File: src/rtl/uart_rx_edge_bit_timer.sv
// rtl/uart_rx_edge_bit_timer.sv - oversampling edge/bit timer for the UART receiver
//
// Counts oversampling edges within a bit and bits within a frame, decodes
// three mid-bit sample strobes, a bit-end pulse and a frame-done pulse, and
// flags illegal prescale/frame_bits configurations.
//
// Optional feature macro: EDGE_BIT_RESYNC_EN (resync realigns edge_cnt in RUN).
//
// Ports:
//   clk, rst_n     clock, asynchronous active-low reset
//   enable         high = frame in progress, low = clear and idle
//   prescale       oversampling ratio (legal 4 .. 2^PRESCALE_W-1)
//   frame_bits     bits per frame incl. start/stop (legal 1 .. 2^BIT_W-1)
//   resync         edge realignment pulse (only with EDGE_BIT_RESYNC_EN)
//   edge_cnt       edge index within the current bit (registered)
//   bit_cnt        bit index within the frame (registered)
//   sample_stb     mid-bit sample strobe
//   sample_idx     which of the three samples is strobed (0..2)
//   bit_end        last edge of the current bit
//   frame_done     last edge of the last bit
//   cfg_err        latched configuration was illegal (registered)

module uart_rx_edge_bit_timer #(
  parameter int PRESCALE_W = 6,
  parameter int BIT_W      = 4
) (
  input  logic                  clk,
  input  logic                  rst_n,
  input  logic                  enable,
  input  logic [PRESCALE_W-1:0] prescale,
  input  logic [BIT_W-1:0]      frame_bits,
  input  logic                  resync,
  output logic [PRESCALE_W-1:0] edge_cnt,
  output logic [BIT_W-1:0]      bit_cnt,
  output logic                  sample_stb,
  output logic [1:0]            sample_idx,
  output logic                  bit_end,
  output logic                  frame_done,
  output logic                  cfg_err
);

  typedef enum logic [1:0] {
    S_IDLE = 2'd0,
    S_RUN  = 2'd1,
    S_DONE = 2'd2,
    S_ERR  = 2'd3
  } state_t;

  state_t                state_q;
  state_t                state_d;
  logic [PRESCALE_W-1:0] prescale_q;
  logic [BIT_W-1:0]      frame_bits_q;
  logic [PRESCALE_W-1:0] edge_cnt_q;
  logic [BIT_W-1:0]      bit_cnt_q;
  logic                  cfg_err_q;

  logic                  cfg_legal;
  logic                  resync_eff;
  logic [PRESCALE_W-1:0] edge_last;
  logic [PRESCALE_W-1:0] mid;
  logic [PRESCALE_W-1:0] idx_full;
  logic                  at_last;

`ifdef EDGE_BIT_RESYNC_EN
  assign resync_eff = resync && (state_q == S_RUN);
`else
  // Port kept for a uniform interface; behaves as if tied low.
  logic unused_resync;
  assign unused_resync = resync;
  assign resync_eff    = 1'b0;
`endif

  // Legality is judged on the live inputs because they are only sampled
  // on the IDLE exit cycle.
  assign cfg_legal = (prescale >= PRESCALE_W'(4)) && (frame_bits != '0);
  assign edge_last = prescale_q - PRESCALE_W'(1);
  assign mid       = prescale_q >> 1;
  assign idx_full  = edge_cnt_q - (mid - PRESCALE_W'(1));
  assign at_last   = (edge_cnt_q == edge_last);

  // State register
  always_ff @(posedge clk or negedge rst_n) begin
    if (!rst_n) begin
      state_q <= S_IDLE;
    end else begin
      state_q <= state_d;
    end
  end

  // Next-state logic; dropping enable overrides everything
  always_comb begin
    state_d = state_q;
    if (!enable) begin
      state_d = S_IDLE;
    end else begin
      case (state_q)
        S_IDLE:  state_d = cfg_legal ? S_RUN : S_ERR;
        S_RUN:   if (frame_done) state_d = S_DONE;
        S_DONE:  state_d = S_DONE;
        S_ERR:   state_d = S_ERR;
        default: state_d = S_IDLE;
      endcase
    end
  end

  // Output decode from registered state and counters
  always_comb begin
    sample_stb = 1'b0;
    sample_idx = 2'd0;
    bit_end    = 1'b0;
    frame_done = 1'b0;
    if (state_q == S_RUN) begin
      sample_stb = (edge_cnt_q >= mid - PRESCALE_W'(1)) &&
                   (edge_cnt_q <= mid + PRESCALE_W'(1));
      if (sample_stb) begin
        sample_idx = idx_full[1:0];
      end
      // A coincident resync restarts the bit, so it never ends here.
      bit_end    = at_last && !resync_eff;
      frame_done = bit_end && (bit_cnt_q == frame_bits_q - BIT_W'(1));
    end
  end

  // Counters, configuration latch and error flag
  always_ff @(posedge clk or negedge rst_n) begin
    if (!rst_n) begin
      prescale_q   <= '0;
      frame_bits_q <= '0;
      edge_cnt_q   <= '0;
      bit_cnt_q    <= '0;
      cfg_err_q    <= 1'b0;
    end else if (!enable) begin
      edge_cnt_q <= '0;
      bit_cnt_q  <= '0;
      cfg_err_q  <= 1'b0;
    end else begin
      case (state_q)
        S_IDLE: begin
          prescale_q   <= prescale;
          frame_bits_q <= frame_bits;
          edge_cnt_q   <= '0;
          bit_cnt_q    <= '0;
          cfg_err_q    <= !cfg_legal;
        end
        S_RUN: begin
          if (resync_eff) begin
            edge_cnt_q <= '0;
          end else if (at_last) begin
            // On the final bit this lands bit_cnt on frame_bits_q for DONE.
            edge_cnt_q <= '0;
            bit_cnt_q  <= bit_cnt_q + BIT_W'(1);
          end else begin
            edge_cnt_q <= edge_cnt_q + PRESCALE_W'(1);
          end
        end
        S_DONE: begin
          edge_cnt_q <= '0;
          bit_cnt_q  <= frame_bits_q;
        end
        default: begin
          edge_cnt_q <= '0;
          bit_cnt_q  <= '0;
          cfg_err_q  <= 1'b1;
        end
      endcase
    end
  end

  assign edge_cnt = edge_cnt_q;
  assign bit_cnt  = bit_cnt_q;
  assign cfg_err  = cfg_err_q;

endmodule

File: config.mk
export PLATFORM = sky130hd
export DESIGN_NAME = uart_rx_edge_bit_timer
export DESIGN_NICKNAME = d
export VERILOG_FILES = /design/src/rtl/uart_rx_edge_bit_timer.sv
export SDC_FILE = /design/constraint.sdc
export NUM_CORES = 1
export LEC_CHECK = 0
export CAP_MARGIN = 15
export CORE_AREA = 3 3 62 64
export DETAILED_ROUTE_END_ITERATION = 10
export DIE_AREA = 0 0 65 67
export DONT_BUFFER_PORTS = 1
export GPL_TIMING_DRIVEN = 1
export HOLD_SLACK_MARGIN = 0.15
export PLACE_DENSITY = 0.69
export SYNTH_ARGS = -nofsm -noshare
export SYNTH_HDL_FRONTEND = slang
export SYNTH_SLANG_ARGS = --single-unit
File: constraint.sdc
create_clock -name clk -period 4.8 [get_ports clk]
set_input_delay 0.48 -clock clk [delete_from_list [all_inputs] [get_ports clk]]
set_output_delay 0.48 -clock clk [all_outputs]
set_load 0.01 [all_outputs]
# [Yosys cells after proc, flatten, opt, wreduce, memory -nomap -nowiden]
# Cells that the tools add are included.
[classes] addsub=7 magnitude_cmp=3 n_eq_ne=8 n_mux=17 reduce_logical=8
[op_table] op="2-to-1 mux 6 bit" n=3
[op_table] op="2-to-1 mux 2 bit" n=5
[op_table] op="2-to-1 mux 4 bit" n=2
[op_table] op="case mux 2 bit (4 select lines)" n=1
[op_table] op="case mux 4 bit (2 select lines)" n=1
[op_table] op="adder 5 x 1 -> 6 bit, second input constant" n=1
[op_table] op="adder 6 x 1 -> 6 bit, second input constant" n=1
[op_table] op="== test 6 bit" n=1
[op_table] op="greater-or-equal comparator 6 x 3 -> 1 bit, second input constant" n=1
[op_table] op="greater-or-equal comparator 6 bit" n=1
[op_table] op="<= comparator 6 bit" n=1
[op_table] op="!= test 3 bit, second input constant" n=2
[op_table] op="subtractor 5 x 1 -> 6 bit, second input constant" n=1
[op_table] op="subtractor 6 x 1 -> 6 bit, second input constant" n=1
[op_table] op="adder 4 x 1 -> 4 bit, second input constant" n=1
[op_table] op="== test 2 bit, second input constant" n=2
[op_table] op="== test 4 bit" n=1
[op_table] op="2-to-1 mux 1 bit" n=4
[op_table] op="nonzero test 4 bit" n=1
[op_table] op="subtractor 4 x 1 -> 4 bit, second input constant" n=1
[op_table] op="logical AND 1 bit" n=3
[op_table] op="== test 2 x 1 -> 1 bit, second input constant" n=1
[op_table] op="logical NOT 2 bit" n=1
[op_table] op="!= test 2 bit, second input constant" n=1
[op_table] op="5 further kinds" n=5
[word_totals] ff_bits=23 elab_cells=49

# [Logic depth before layout (Yosys ltp)]
# Gate-level depths: netlist of the first run.
[depth] word_depth=7 ltp_mapped=9 ltp_nobuf=9

# [Least setup slack after synthesis of the first run]
# OpenSTA, ideal clock, no wires.
[synth_path] path_type="reg2out" from="reg prescale_q[2]" to="out sample_idx[0]" arrival_time_ns=2.165 t_required_ns=4.320 path_slack_ns=2.155 path_stages_with_launch=10 n_path_buf=0 cell_sequence="dfrtp_1 inv_1 ha_1 inv_1 fa_1 a21bo_2 a21o_1 a21oi_1 o21a_1 nor4_1"
[synth_between] elab_chain_cells=5
[synth_lines] item="start: declaration" line="51" text="logic [PRESCALE_W-1:0] prescale_q;"
[synth_lines] item="start signal: assignment" line="139" text="prescale_q <= prescale;"
[synth_lines] item="subtractor 5 x 1 -> 6 bit or adder 5 x 1 -> 6 bit (tied branches)" line="113, 114"
[synth_lines] item="greater-or-equal comparator 6 bit or <= comparator 6 bit (tied branches)" line="113, 114"
[synth_lines] item="logical AND 1 bit *" line="113" text="sample_stb = (edge_cnt_q >= mid - PRESCALE_W'(1)) &&"
[synth_lines] item="2-to-1 mux 2 bit *" line="115" text="if (sample_stb) begin"
[synth_lines] item="2-to-1 mux 2 bit *" line="112" text="if (state_q == S_RUN) begin"
[synth_lines] item="end: declaration" line="36" text="output logic [1:0] sample_idx,"
# Every way passes the cells marked *; elsewhere a longest branch is shown, timed or not.

# [Final worst setup path of the first run]
# Same ends and word-level chain as after synthesis.

==> flow_metrics.tcl, run 1 <==
set metrics [dict create \
    drt_wl_total_um 3556 \
    max-cap-violations 0 \
    viasPerCell 5.596 \
    rsz0062_at_grt "false" \
    stdcell_area_mm2 0.001897 \
    critPathMaxFanout 8 \
    nets 219 \
    dieArea_mm2 0.004355 \
    cts.reportedPaths.clkPinSlew_ns 0.12 \
    crit_type "reg -> out" \
    grt_max_degree 24 \
    grt_util_all_layers_pct 18.78 \
    htree_levels 1 \
    initial_core_util_pct 55.19 \
    yosysSeqAreaShare_pct 31.25 \
    grt_overflow 0 \
    drc 0 \
    die_h_um 67 \
    hold_path_class "in -> reg" \
    cts_max_path_buffers 2 \
    insertion_delay_ns 0.31 \
    worst_ep_arrival_time_ns 2.70 \
    synth_top_area_cell "dfrtp_1" \
    whs_ns 0.2860 \
    status "finished clean" \
    worst_pin_slew_ns 1.027 \
    via_count 1276 \
    gp_congestion 0.8541 \
    wl_per_cell_um 15.60 \
    hold_viol 0 \
    relSlewSlack_pct 31.31 \
    cp.required_ns 4.32 \
    final.setup.worst_slack_ns 1.621 \
    yosysMostFrequentCell "dfrtp_1" \
    row_count 21 \
    syn_area_mm2 0.001842 \
    portBuffers 0 \
    synth_seq_cells 23 \
    ir_worst_vdd_uv 348.6 \
    fin_crit_sh_pct 66.22 \
    fmax_mhz 314.6 \
    numCtsBuffers 3 \
    slew_viol_final 0 \
    dp_slack_ns 1.948 \
    critical_path.startpoint_type "flip-flop" \
    io_pins 30 \
    synth_enable_flop_cells 0 \
    fin_worst_skew_ns 0.002761 \
    yosysWarnings 0 \
    synth_top_area_share_pct 31.25 \
    syn_avg_cell_area_um2 10.06 \
    leakage_nw 0.8245 \
    synth_ff_type "dfrtp_1" \
    post-route-min-period_ns 3.179 \
    drt_iter0_markers 39 \
    grt_pass1_vias 1361 \
    ys_types 47 \
    cts.sinks 23 \
    synthCells 183 \
    tns_ns 0 \
    grt_pass1_wl_um 6368 \
    synth_commonest_cells "23 x dfrtp_1, 21 x ha_1, 17 x xnor2_1" \
    setup_viol 0 \
    dpl_cell_area_mm2 0.001859 \
    first_pass_iters 4 \
    area_delta_synth_final_pct 2.989 \
    ctsRootBufferMaster "clkbuf_4" \
    dp_hpwl_um 2899 \
    synth_area_leaders "dfrtp_1 31%, ha_1 14%, xnor2_1 8.1%" \
    antenna_found_initial 0 \
    coreArea_mm2 0.003337 \
    postRouteAntennaNets 0 \
    drive_gt1_share_pct 15.38 \
    num_antenna_cells 0 \
    cts_tree "yes" \
    p_per_area_mw_per_mm2 568.8 \
    die_x_um 65 \
    synthArstFlopShare_pct 100.0 \
    synth_nets 219 \
    worst_setup_path_end_kind "primary output" \
]
## cell usage in the layout, fill, tap and decap left out, types with 2 or more instances in the layout
cell type / n
o21ai_0: 2
ha_1: 21
a31oi_1: 2
o21a_1: 4
nor2_1: 13
clkbuf_4: 3
xnor2_1: 17
nand2_1: 8
nor3_1: 3
inv_1: 15
a22oi_1: 2
o41ai_1: 2
and2_1: 3
nand3_1: 10
xor2_1: 5
nor4_1: 4
dfrtp_1: 23
mux2_2: 10
mux2_4: 2
a211oi_1: 2
a21o_1: 2
a21oi_1: 4
## kinds of logic (layout without fill, tap and decap cells)
logic type / after synthesis / count (layout) / synth area share [%]
AOI/OAI and AO/OA: 31 / 31 / 14.54
xor gates and xnor gates: 23 / 23 / 11.35
adders and majority gates: 22 / 22 / 15.35
buffers and inverters: 21 / 20 / 5.231
DFF: 23 / 23 / 31.25
muxes: 13 / 13 / 8.356
and+or+nand+nor: 50 / 50 / 13.93
## registers in the layout, indices dropped and copies added (netlist names)
name,cells
bit_cnt,4
cfg_err,1
edge_cnt,6
frame_bits_q,4
prescale_q,6
state_q,2
## per-layer routing
metal	track usage (%)	wire [um]	vias to the layer above
met5	0	0	-
met4	2.639	17	0
met3	5.565	224	2
met2	30.91	1669	37
met1	24.84	1645	596
li1	-	-	641
## final cells by class
class / count / area [um2]
clock buffers: 3 / 22.52
clock inverters: 1 / 5.005
fillers: 304 / 1440
inverters: 15 / 56.30
multi-input cells: 139 / 1170
flip-flops and latches: 23 / 575.6
well taps: 46 / 57.56
repair buffers: 1 / 10.01
## critical path, cell delays in order, from the launching register on
cell,delay [ns]
dfrtp_1,0.48
inv_1,0.10
ha_1,0.31
inv_1,0.08
fa_1,0.38
a21bo_2,0.19
a21o_1,0.10
a21oi_1,0.06
o21a_1,0.21
nor4_1,0.48
## per-stage QoR
stage | instances | power [mW] | util (%)
floorplan | 183 | 0.8871 | -
global placement | 223 | 0.9606 | 55.72
detailed placement | 223 | 0.9952 | 55.72
CTS | 228 | 1.092 | 56.84
global route | 228 | 1.198 | 56.84
finish | 228 | 1.079 | 56.84
## repair_timing
item                      4_1_cts  5_1_grt
hold endpoints to repair       23        0
hold buffers                    1        0
setup buffers                   0        0
resized for setup               0        0
## where the power goes
part / switching (mW) / internal, mW
Sequential: 0.111 / 0.253
Combinational: 0.320 / 0.308
Clock: 0.0568 / 0.0312
Total: 0.488 / 0.591
## final timing paths
check | startpoint | to | slack [ns] | cells after the start
worst max register to register | prescale_q[1] | bit_cnt[3] | 2.29 | 7
min in group asynchronous | rst_n | bit_cnt[2] | 0.78 | 1
worst min register to register | state_q[1] | state_q[1] | 0.55 | 1
worst max-delay path | prescale_q[2] | sample_idx[0] | 1.62 | 9
max in group asynchronous | rst_n | prescale_q[0] | 3.41 | 1
worst min-delay path | enable | state_q[0] | 0.29 | 1
No activity file was read; power rests on OpenSTA's default activity.
==> inputs of run 2 (changes only) <==
--- a/config.mk
+++ b/config.mk
@@ -12,7 +12,7 @@
 export DONT_BUFFER_PORTS = 1
 export GPL_TIMING_DRIVEN = 1
 export HOLD_SLACK_MARGIN = 0.15
-export PLACE_DENSITY = 0.69
+export PLACE_DENSITY = 0.72
 export SYNTH_ARGS = -nofsm -noshare
 export SYNTH_HDL_FRONTEND = slang
 export SYNTH_SLANG_ARGS = --single-unit
==> constraint.sdc (replaced) <==
create_clock -name clk -period 2.9 [get_ports clk]
set_input_delay 0.29 -clock clk [delete_from_list [all_inputs] [get_ports clk]]
set_output_delay 0.29 -clock clk [all_outputs]
set_load 0.01 [all_outputs]
==> flow_metrics.tcl, run 2 (synthesis gave the netlist of run 1 again) <==
set metrics [dict create \
    status "finished clean" \
    r2r-start "prescale_q[1]" \
    ctsRootBufferMaster "clkbuf_4" \
    cpLargestDelayFamily "compound AO/OA/AOI/OAI gates" \
    critical_path.startpoint_type "flip-flop" \
    tns_ns 0 \
    crit_chain "inv_2 > ha_1 > a21boi_4 > a21o_2 > a2111oi_4 > and3_2 > and2_1" \
    num_antenna_cells 0 \
    max-cap-violations 0 \
    row_count 21 \
    worst_pin_slew_ns 1.010 \
    cts.sinks 23 \
    grt_overflow 0 \
    portBuffers 0 \
    drt_wl_total_um 3807 \
    die_x_um 65 \
    grt_util_all_layers_pct 19.43 \
    drive_gt1_share_pct 19.80 \
    fin_util_pct 62.02 \
    drt_iter0_markers 49 \
    post-route-min-period_ns 2.780 \
    htree_levels 1 \
    layout_common_cells "21 x dfrtp_1, 20 x ha_1, 17 x xnor2_1, 13 x nor2_1, 13 x inv_1" \
    grt_pass1_vias 1406 \
    nets 234 \
    hold_depth 2 \
    ir_worst_vdd_uv 574.8 \
    numCtsBuffers 3 \
    relSlewSlack_pct 32.41 \
    ff2ff_setup_slack_ns 0.41 \
    slew_viol_final 0 \
    coreArea_mm2 0.003337 \
    cts_tree "yes" \
    wl_per_cell_um 15.67 \
    critPathBufInv 1 \
    worst_ep_arrival_time_ns 2.49 \
    p_per_area_mw_per_mm2 918.2 \
    mostFrequentLayoutCell "dfrtp_1" \
    viasPerCell 5.597 \
    reg2regPathDepth 7 \
    holdPathEnd "bit_cnt[0]" \
    leakage_nw 0.8877 \
    antenna_found_initial 0 \
    io_pins 30 \
    slowest_stage "a2111oi_4" \
    crit_type "reg -> out" \
    fin_worst_skew_ns 0.001825 \
    slowest_delay_ns 0.55 \
    cp.required_ns 2.61 \
    initial_core_util_pct 55.19 \
    cts.reportedPaths.clkPinSlew_ns 0.12 \
    gp_congestion 0.8656 \
    final.setup.worst_slack_ns 0.1196 \
    insertion_delay_ns 0.31 \
    grt_pass1_wl_um 6541 \
    worst_setup_path_end_kind "primary output" \
    hold_path_class "in -> reg" \
    dp_hpwl_um 2960 \
    r2r-end "bit_cnt[3]" \
    p_total_mw 1.900 \
    rsz0062_at_grt "false" \
    first_pass_iters 4 \
    area_delta_synth_final_pct 12.36 \
    critPathMaxFanout 8 \
    postRouteAntennaNets 0 \
    via_count 1360 \
    dp_slack_ns 0.3218 \
    hold_start "enable" \
    fmax_mhz 359.7 \
    dieArea_mm2 0.004355 \
    cts_max_path_buffers 2 \
    drc 0 \
    hold_viol 0 \
    setup_viol 0 \
    grt_max_degree 24 \
    fillers 290 \
    die_h_um 67 \
    fin_crit_sh_pct 95.88 \
    whs_ns 0.1729 \
]
==> run 2: changes by cell type in the layout (fill, tap and decap cells not counted), sizes merged <==
cell	delta
buf	+4
dlygate4sd3	+11
==> run 2: what timing repair did <==
| action | 4_1_cts | 5_1_grt |
|---|---|---|
| resized for setup | 1 | 8 |
| pin swaps | 0 | 4 |
| hold endpoints to repair | 34 | 0 |
| hold buffers | 12 | 0 |
| setup endpoints to repair | 2 | 4 |
| setup buffers | 1 | 1 |
==> run 2: worst max path at each step <==
stage | cells after the start | from | end | slack (ns)
6_report | 7 | prescale_q[1] | frame_done | 0.12
3_5_place_dp | 10 | prescale_q[2] | sample_idx[0] | 0.32
4_1_cts | 10 | prescale_q[2] | sample_idx[0] | 0.004
2_1_floorplan | 9 | prescale_q[2] | sample_idx[0] | 0.45
5_1_grt | 10 | prescale_q[2] | sample_idx[1] | 0.009
3_3_place_gp | 10 | prescale_q[2] | sample_idx[0] | 0.36
==> run 2: per-stage QoR <==
step	cells	area [um2]
after floorplan	183	1842
after global placement	225	1874
after detailed placement	225	1874
after CTS	242	2031
after global routing	243	2069
final	243	2069
==> run 2: worst register-to-register path, cell delays in order (launching register included) <==
cell	delay, ns
dfrtp_1	0.40
inv_2	0.08
ha_1	0.24
a21boi_4	0.16
a21o_2	0.24
a2111oi_4	0.55
a21o_1	0.39
mux2_4	0.33
==> run 2: final cells by class <==
class | count | area (um2) | share of cell area, %
sequential | 23 | 578.1 | 27.93
multi-input combinational | 139 | 1200 | 57.98
clock inverter | 1 | 5.005 | 0.2418
tap | 46 | 57.56 | 2.781
clock buffer | 3 | 22.52 | 1.088
timing repair buffer | 16 | 150.1 | 7.255
inverter | 15 | 56.30 | 2.721
==> run 2: routing by layer <==
| metal | vias to the layer above | part of all wire, % | GRT usage (%) |
|---|---|---|---|
| met5 | - | 0 | 0 |
| met4 | 0 | 0.60 | 3.166 |
| met3 | 2 | 5.0 | 4.722 |
| met2 | 31 | 50 | 34.87 |
| met1 | 653 | 45 | 23.80 |
| li1 | 674 | - | - |
==> run 2: where the power goes <==
part	internal [mW]	total [mW]	switching (mW)	leakage, nW
sequential	0.420	0.601	0.180	0.292
combinational	0.567	1.15	0.584	0.578
clock	0.0516	0.149	0.0972	0.0177
total	1.04	1.90	0.861	0.888
